--- config.mk ---
export PLATFORM = sky130hd
export DESIGN_NAME = vector_deser_rev
export DESIGN_NICKNAME = d
export VERILOG_FILES = /design/src/rtl/vector_pkg.sv /design/src/rtl/vector_deser_rev.sv
export SDC_FILE = /design/constraint.sdc
export NUM_CORES = 1
export LEC_CHECK = 0
export ABC_CLOCK_PERIOD_IN_PS = 3300
export BUFFER_PORTS_ARGS = -buffer_cell sky130_fd_sc_hd__buf_2
export CORE_UTILIZATION = 35
export CTS_CLUSTER_DIAMETER = 150
export CTS_CLUSTER_SIZE = 30
export DETAILED_ROUTE_END_ITERATION = 12
export GPL_TIMING_DRIVEN = 1
export SLEW_MARGIN = 25
export SYNTH_ARGS = -nofsm -noshare
export SYNTH_HDL_FRONTEND = slang
export SYNTH_SLANG_ARGS = --single-unit
--- constraint.sdc ---
create_clock -name clk -period 3.3 [get_ports clk]
set_input_delay 0.165 -clock clk [delete_from_list [all_inputs] [get_ports clk]]
set_output_delay 0.165 -clock clk [all_outputs]
set_load 0.005 [all_outputs]
--- src/rtl/vector_pkg.sv ---
// Shared types and helpers for the vector reversal / deserializer path.
// place_idx maps the k-th serial bit of a w-bit word to its parallel position.
package vector_pkg;

  typedef enum logic {
    LSB_FIRST = 1'b0,
    MSB_FIRST = 1'b1
  } bit_order_e;

  function automatic int unsigned place_idx(int unsigned k, int unsigned w,
                                            bit_order_e o);
    return (o == MSB_FIRST) ? (w - 1 - k) : k;
  endfunction

endpackage

--- src/rtl/vector_deser_rev.sv ---
// Serial-to-parallel deserializer, 1 bit/cycle, LSB- or MSB-first placement; word out 1 cycle after its last bit.
// Double-buffered: assembly refills while the output slice holds; s_ready drops only when both are full and m_ready=0.
module vector_deser_rev
  import vector_pkg::*;
#(
  parameter int unsigned WIDTH = 100
) (
  input  logic             clk,
  input  logic             resetn,
  input  logic             msb_first,
  input  logic             s_valid,
  input  logic             s_bit,
  output logic             s_ready,
  output logic             m_valid,
  output logic [WIDTH-1:0] m_data,
  input  logic             m_ready,
  output logic             busy
);

  localparam int CNT_W = $clog2(WIDTH);

  logic [CNT_W-1:0] idx_q, idx_d;
  logic [WIDTH-1:0] asm_q, asm_d;
  logic [WIDTH-1:0] data_q, data_d;
  logic             asm_full_q, asm_full_d;
  logic             valid_q, valid_d;
  bit_order_e       order_q, order_d;

  bit_order_e       cur_order;
  logic [CNT_W-1:0] pos;
  logic             out_free;
  logic             xfer;
  logic             accept;
  logic             last_bit;

  always_comb begin
    out_free  = !valid_q || m_ready;
    xfer      = asm_full_q && out_free;
    s_ready   = !asm_full_q || out_free;
    accept    = s_valid && s_ready;
    last_bit  = (idx_q == CNT_W'(WIDTH - 1));
    // Bit 0 follows the live pin; the rest of the word keeps the order latched with it.
    cur_order = (idx_q == '0) ? bit_order_e'(msb_first) : order_q;
    pos       = CNT_W'(place_idx(32'(idx_q), WIDTH, cur_order));

    idx_d      = idx_q;
    asm_d      = asm_q;
    asm_full_d = asm_full_q;
    order_d    = order_q;
    data_d     = data_q;
    valid_d    = valid_q;

    if (xfer) begin
      data_d     = asm_q;
      asm_full_d = 1'b0;
    end

    // A transfer and the last bit of a word never coincide: while asm is full
    // the index sits at 0, so any bit accepted alongside a transfer is bit 0.
    if (accept) begin
      asm_d[pos] = s_bit;
      order_d    = cur_order;
      if (last_bit) begin
        idx_d      = '0;
        asm_full_d = 1'b1;
      end else begin
        idx_d = idx_q + CNT_W'(1);
      end
    end

    if (xfer) begin
      valid_d = 1'b1;
    end else if (m_ready) begin
      valid_d = 1'b0;
    end
  end

  always_ff @(posedge clk) begin
    if (!resetn) begin
      idx_q      <= '0;
      asm_q      <= '0;
      asm_full_q <= 1'b0;
      order_q    <= LSB_FIRST;
      data_q     <= '0;
      valid_q    <= 1'b0;
    end else begin
      idx_q      <= idx_d;
      asm_q      <= asm_d;
      asm_full_q <= asm_full_d;
      order_q    <= order_d;
      data_q     <= data_d;
      valid_q    <= valid_d;
    end
  end

  assign m_valid = valid_q;
  assign m_data  = data_q;
  assign busy    = (idx_q != '0) || asm_full_q;

endmodule

# Word-level counts from Yosys, hierarchy flattened
# Index checks and enable logic that the tools add are counted.
# op_classes
order_cmp	2
n_reduce_logical	11
n_bitwise	0
n_mul	0
n_eq_ne	1
shifts	0
n_addsub	2
muxes	11
div_mod_pow	0
# ops
cell	count
$bwmux 100	1
$mux 7	2
$lt 7x8->1 const B	1
$add 7x1->7 const B	1
$demux 1 s7	1
$eq 7x7->1 const B	1
$ge 7x1->1 const B	1
$logic_not 7->1	1
$mux 1	7
$reduce_bool 7->1	1
$sub 7x7->7 const A	1
$logic_and 1x1->1	3
$logic_or 1x1->1	3
$logic_not 1->1	2
$reduce_bool 2->1	1
# totals
ram_bits	0
latchBits	0
elab_cells	33
romBits	0
memories	0
register_bits	210

# Depth between registers and ports, before layout
# logic_depth
ltp_word	8
ltp_mapped	13
ltp_nobuf	8

# Worst setup path before layout
# Ideal clock, no wire load.
# synth_path
path_type	reg-to-reg
startpoint	register idx_q[2]
endpoint	register asm_q[53]
path_slack_ns	0.594
path_buffers	4
required_ns	3.168
arrival_time_ns	2.574
stages_incl_launch_ff	13
setup_time_ns	0.132
period_less_slack_ns	2.706
cell_sequence	dfxtp_1 -> clkbuf_1 -> inv_1 -> ha_1 -> and3b_1 -> buf_4 -> a21boi_2 -> nor3_1 -> a2111o_1 -> buf_6 -> buf_6 -> o311ai_1 -> o41ai_1
# synth_via
elab_chain_len	8
# synth_rtl
element	line	source
from (decl)	vector_deser_rev.sv:22	logic [CNT_W-1:0] idx_q, idx_d;
from (signal assigned)	vector_deser_rev.sv:87	idx_q <= idx_d;
branches (longest 2 deep; another with $sub 7x7->7)	-	
$mux 7 *	vector_pkg.sv:12	return (o == MSB_FIRST) ? (w - 1 - k) : k;
$lt 7x8->1 (implied by the code) / $ge 7x1->1 (equally long branches)	vector_deser_rev.sv:61	asm_d[pos] = s_bit;
$logic_and 1x1->1 (implied by the code)	vector_deser_rev.sv:61	
$mux 1 (implied by the code)	vector_deser_rev.sv:61	
$demux 1 s7 *	vector_deser_rev.sv:61	
$bwmux 100 *	vector_deser_rev.sv:61	
to (signal assigned)	vector_deser_rev.sv:88	asm_q <= asm_d;
to (decl)	vector_deser_rev.sv:23	logic [WIDTH-1:0] asm_q, asm_d;
# Mark *: on every way between the ends.
# A chain may end at the register's enable or synchronous reset.

# Worst setup path in the final report
# layout_path
startpoint	register idx_q[3]
endpoint	register asm_q[35]
# Same word-level chain as after synthesis.

==> out/qor.txt <==
Setup TNS: 0 ps
IO Count: 109
Status: finished clean
Sequential cell area: 4200 um^2
Critical Path Fanout Max: 48
Syn_nets: 1,021
Syn Inst Count: 1,011
Sequential area share after synthesis: 47.7%
Largest net degree at the start of global routing: 161
FF-to-FF setup slack: 340 ps
Clock Pin Slew Worst Setup and Hold Paths: 120 ps
FILL cells: 2,571
Post-synthesis instance area: 8810 um^2
Share of the synthesized area in the top cell type: 47.7%
Final WL: 23,100 um
Synth top area cells: dfxtp_1 48%, nand2_1 13%, a21boi_0 8.8%, mux2i_1 8.5%, clkbuf_1 3.4%
Routed vias: 7,182
Worst Max-Slew Pin Slew: 910 ps
WHS: 56.7 ps
WL/cell: 16.7 um
Req. time, crit path: 3690 ps
Pre-Repair DR Iteration Count: 5
Worst min path class: input port to flip-flop
Drt via density: 5.18
Slew headroom: 39.3%
Crit end category: flip-flop
Ys async rst share: 0%
Critical path type: flip-flop to flip-flop
Hold Buf Count CTS: 1
Core Box Area: 24,500 um^2
CTS sink count: 210
Die area: 25,800 um^2
DRT iter0 DRCs: 472
CP arrival: 3350 ps
Pre-CTS setup slack: 362 ps
Hold Crit Depth: 3
Yosys reg bits: 210
Row count: 57
Finish-stage setup viols: 0
Die W: 161 um
Layout Nets: 1,073
Global-route wire length before repair: 37,300 um
Critical path launch point: idx_q[3]
Root Driver: clkbuf_16
Drt drc: 0
Port buffer count: 108
Total CTS buffers: 10
Synth unique cells: 46
Placed Cells: 1,374
CTS tree: done
Startpoint Class: flip-flop
P per Cell Area: 440 nW/um^2
Largest area contributor in the synthesized netlist: dfxtp_1
Period minus WS final: 2960 ps
Maximum VDD drop: 0.000254 V
Resized cells post-CTS: 0
GR Overflow Total: 0
Final hold violations: 0
Final non-filler cell total: 1,386
Cell Area, Placed: 9580 um^2
Pwr Total: 4.35 mW
Worst R2R Start: idx_q[3]
Setup bufs post-CTS: 0
Post-route cell area: 9870 um^2
Antenna Nets Post-Route: 0
Syn_area_per_cell: 8.72 um^2
Synth Warn #: 0
Share of cells above drive strength 1: 14.8%
Area of the multi-input gates: 4240 um^2
Htree depth: 1
GPL Wtd Cong: 0.872
Clk_lat worst skew: 470 ps
Area Overhead vs Synth: 12.0%
Clk_skew: 15.7 ps
Max-Cap Viols: 0
Die span in y: 161 um
Global-route usage over all layers: 17.7%
DPL Wire Length: 14,900 um
RSZ-0062 raised after global routing: no
Post-route setup slack: 337 ps
Worst Reg-to-Reg Cells: 9
Final worst-path cycle share: 89.8%
Worst R2R End: asm_q[35]
Antenna violations before repair: 0
Max Root-Sink Buffers: 3
# diodes: 0
Vias in the first global route: 6,775
Ys flop type: dfxtp_1
Leak: 3.62 nW
Maximum clock frequency: 337 MHz
Hold Path End: order_q
Beginning of the worst hold path: msb_first
Initial Utilization: 35.9%
Final core occ: 40.2%
Max Transition Viols Final: 0
EDFF count, synth: 0
==> critical path: stages, from the launching register on <==
cell,delay (ps)
dfxtp_1,380
inv_1,110
ha_1,270
and3b_1,340
and3_1,330
nor3_1,100
a2111o_1,390
buf_4,280
nor4_1,430
mux2i_1,220
==> cell families (layout without fill, tap and decap cells) <==
| family | after synthesis | count (layout) | synth area share [%] |
|---|---|---|---|
| mux | 76 | 76 | 8.65 |
| xor+xnor | 6 | 6 | 0.596 |
| compound gates | 181 | 181 | 16.0 |
| flops | 210 | 210 | 47.7 |
| fa+ha+maj | 4 | 4 | 0.568 |
| simple gates | 438 | 438 | 21.9 |
| buf+inv | 96 | 147 | 4.54 |
==> sequential cells by signal, indices dropped and copies added, names as in the netlist <==
signal      flops
m_valid         1
asm_full_q      1
m_data        100
idx_q           7
asm_q         100
order_q         1
==> final cells by class <==
type                            instances  share of cell area [%]
Multi-Input combinational cell        705                    42.9
Inverter                                5                   0.190
Sequential cell                       210                    42.6
Clock buffer                           11                    2.79
Timing Repair Buffer                  131                    7.40
Tap cell                              324                    4.11
==> synthesized netlist by cell type (7+ instances only) <==
master and n:
nor2_1 19, nor4_1 41, nand3_1 19, dfxtp_1 210, clkbuf_1 80, o311ai_0 23
a21oi_1 7, nor3_1 10, mux2i_1 75, a21boi_0 103, nand4_1 27, nand2_1 298
o41ai_1 27
==> placed cells by master (no fill, tap or decap), types with 2 or more instances in the layout <==
cell type | netlist | routed
a21oi_1 | 7 | 7
nand4_1 | 27 | 27
o41ai_1 | 27 | 27
inv_1 | 5 | 5
and2_1 | 3 | 2
xor2_1 | 3 | 3
nor4_1 | 41 | 41
ha_1 | 4 | 4
nand3_1 | 19 | 19
nor3_1 | 10 | 10
or2_2 | 3 | 3
a31oi_1 | 2 | 2
o21ai_1 | 4 | 4
o311ai_1 | 4 | 4
or3_1 | 2 | 2
nand3b_1 | 2 | 2
nor2_1 | 19 | 18
a21boi_0 | 103 | 103
o21ai_2 | 2 | 2
o21ai_0 | 2 | 2
mux2i_1 | 75 | 75
clkbuf_16 | 0 | 11
nand2b_1 | 4 | 4
xnor2_1 | 3 | 3
nand2_1 | 298 | 296
nor2b_1 | 2 | 2
buf_4 | 3 | 22
nor2_2 | 1 | 2
o311ai_0 | 23 | 23
buf_2 | 5 | 107
o31ai_2 | 2 | 2
dfxtp_1 | 210 | 210
==> per-layer routing <==
layer / up-vias / routed length, um / share of wire (%) / track usage [%]
li1: 3641 / - / - / -
met1: 3353 / 11800 / 51 / 26.0
met2: 161 / 9880 / 43 / 27.1
met3: 27 / 981 / 4.2 / 2.22
met4: 0 / 444 / 1.9 / 4.72
met5: - / 0 / 0 / 0
==> power by group <==
part / switching (mW) / internal [mW]
Combinational: 0.302 / 0.0984
Clock: 0.793 / 0.603
Sequential: 0.00784 / 2.54
==> how the worst max path moves through the flow <==
stage	slack [ps]	end	cells after the start
CTS	340	asm_q[35]	9
detailed placement	360	asm_q[35]	9
global placement	370	asm_q[35]	9
finish	340	asm_q[35]	9
floorplan	590	asm_q[53]	12
global route	50	asm_q[35]	9
No activity file was read; power rests on OpenSTA's default activity.
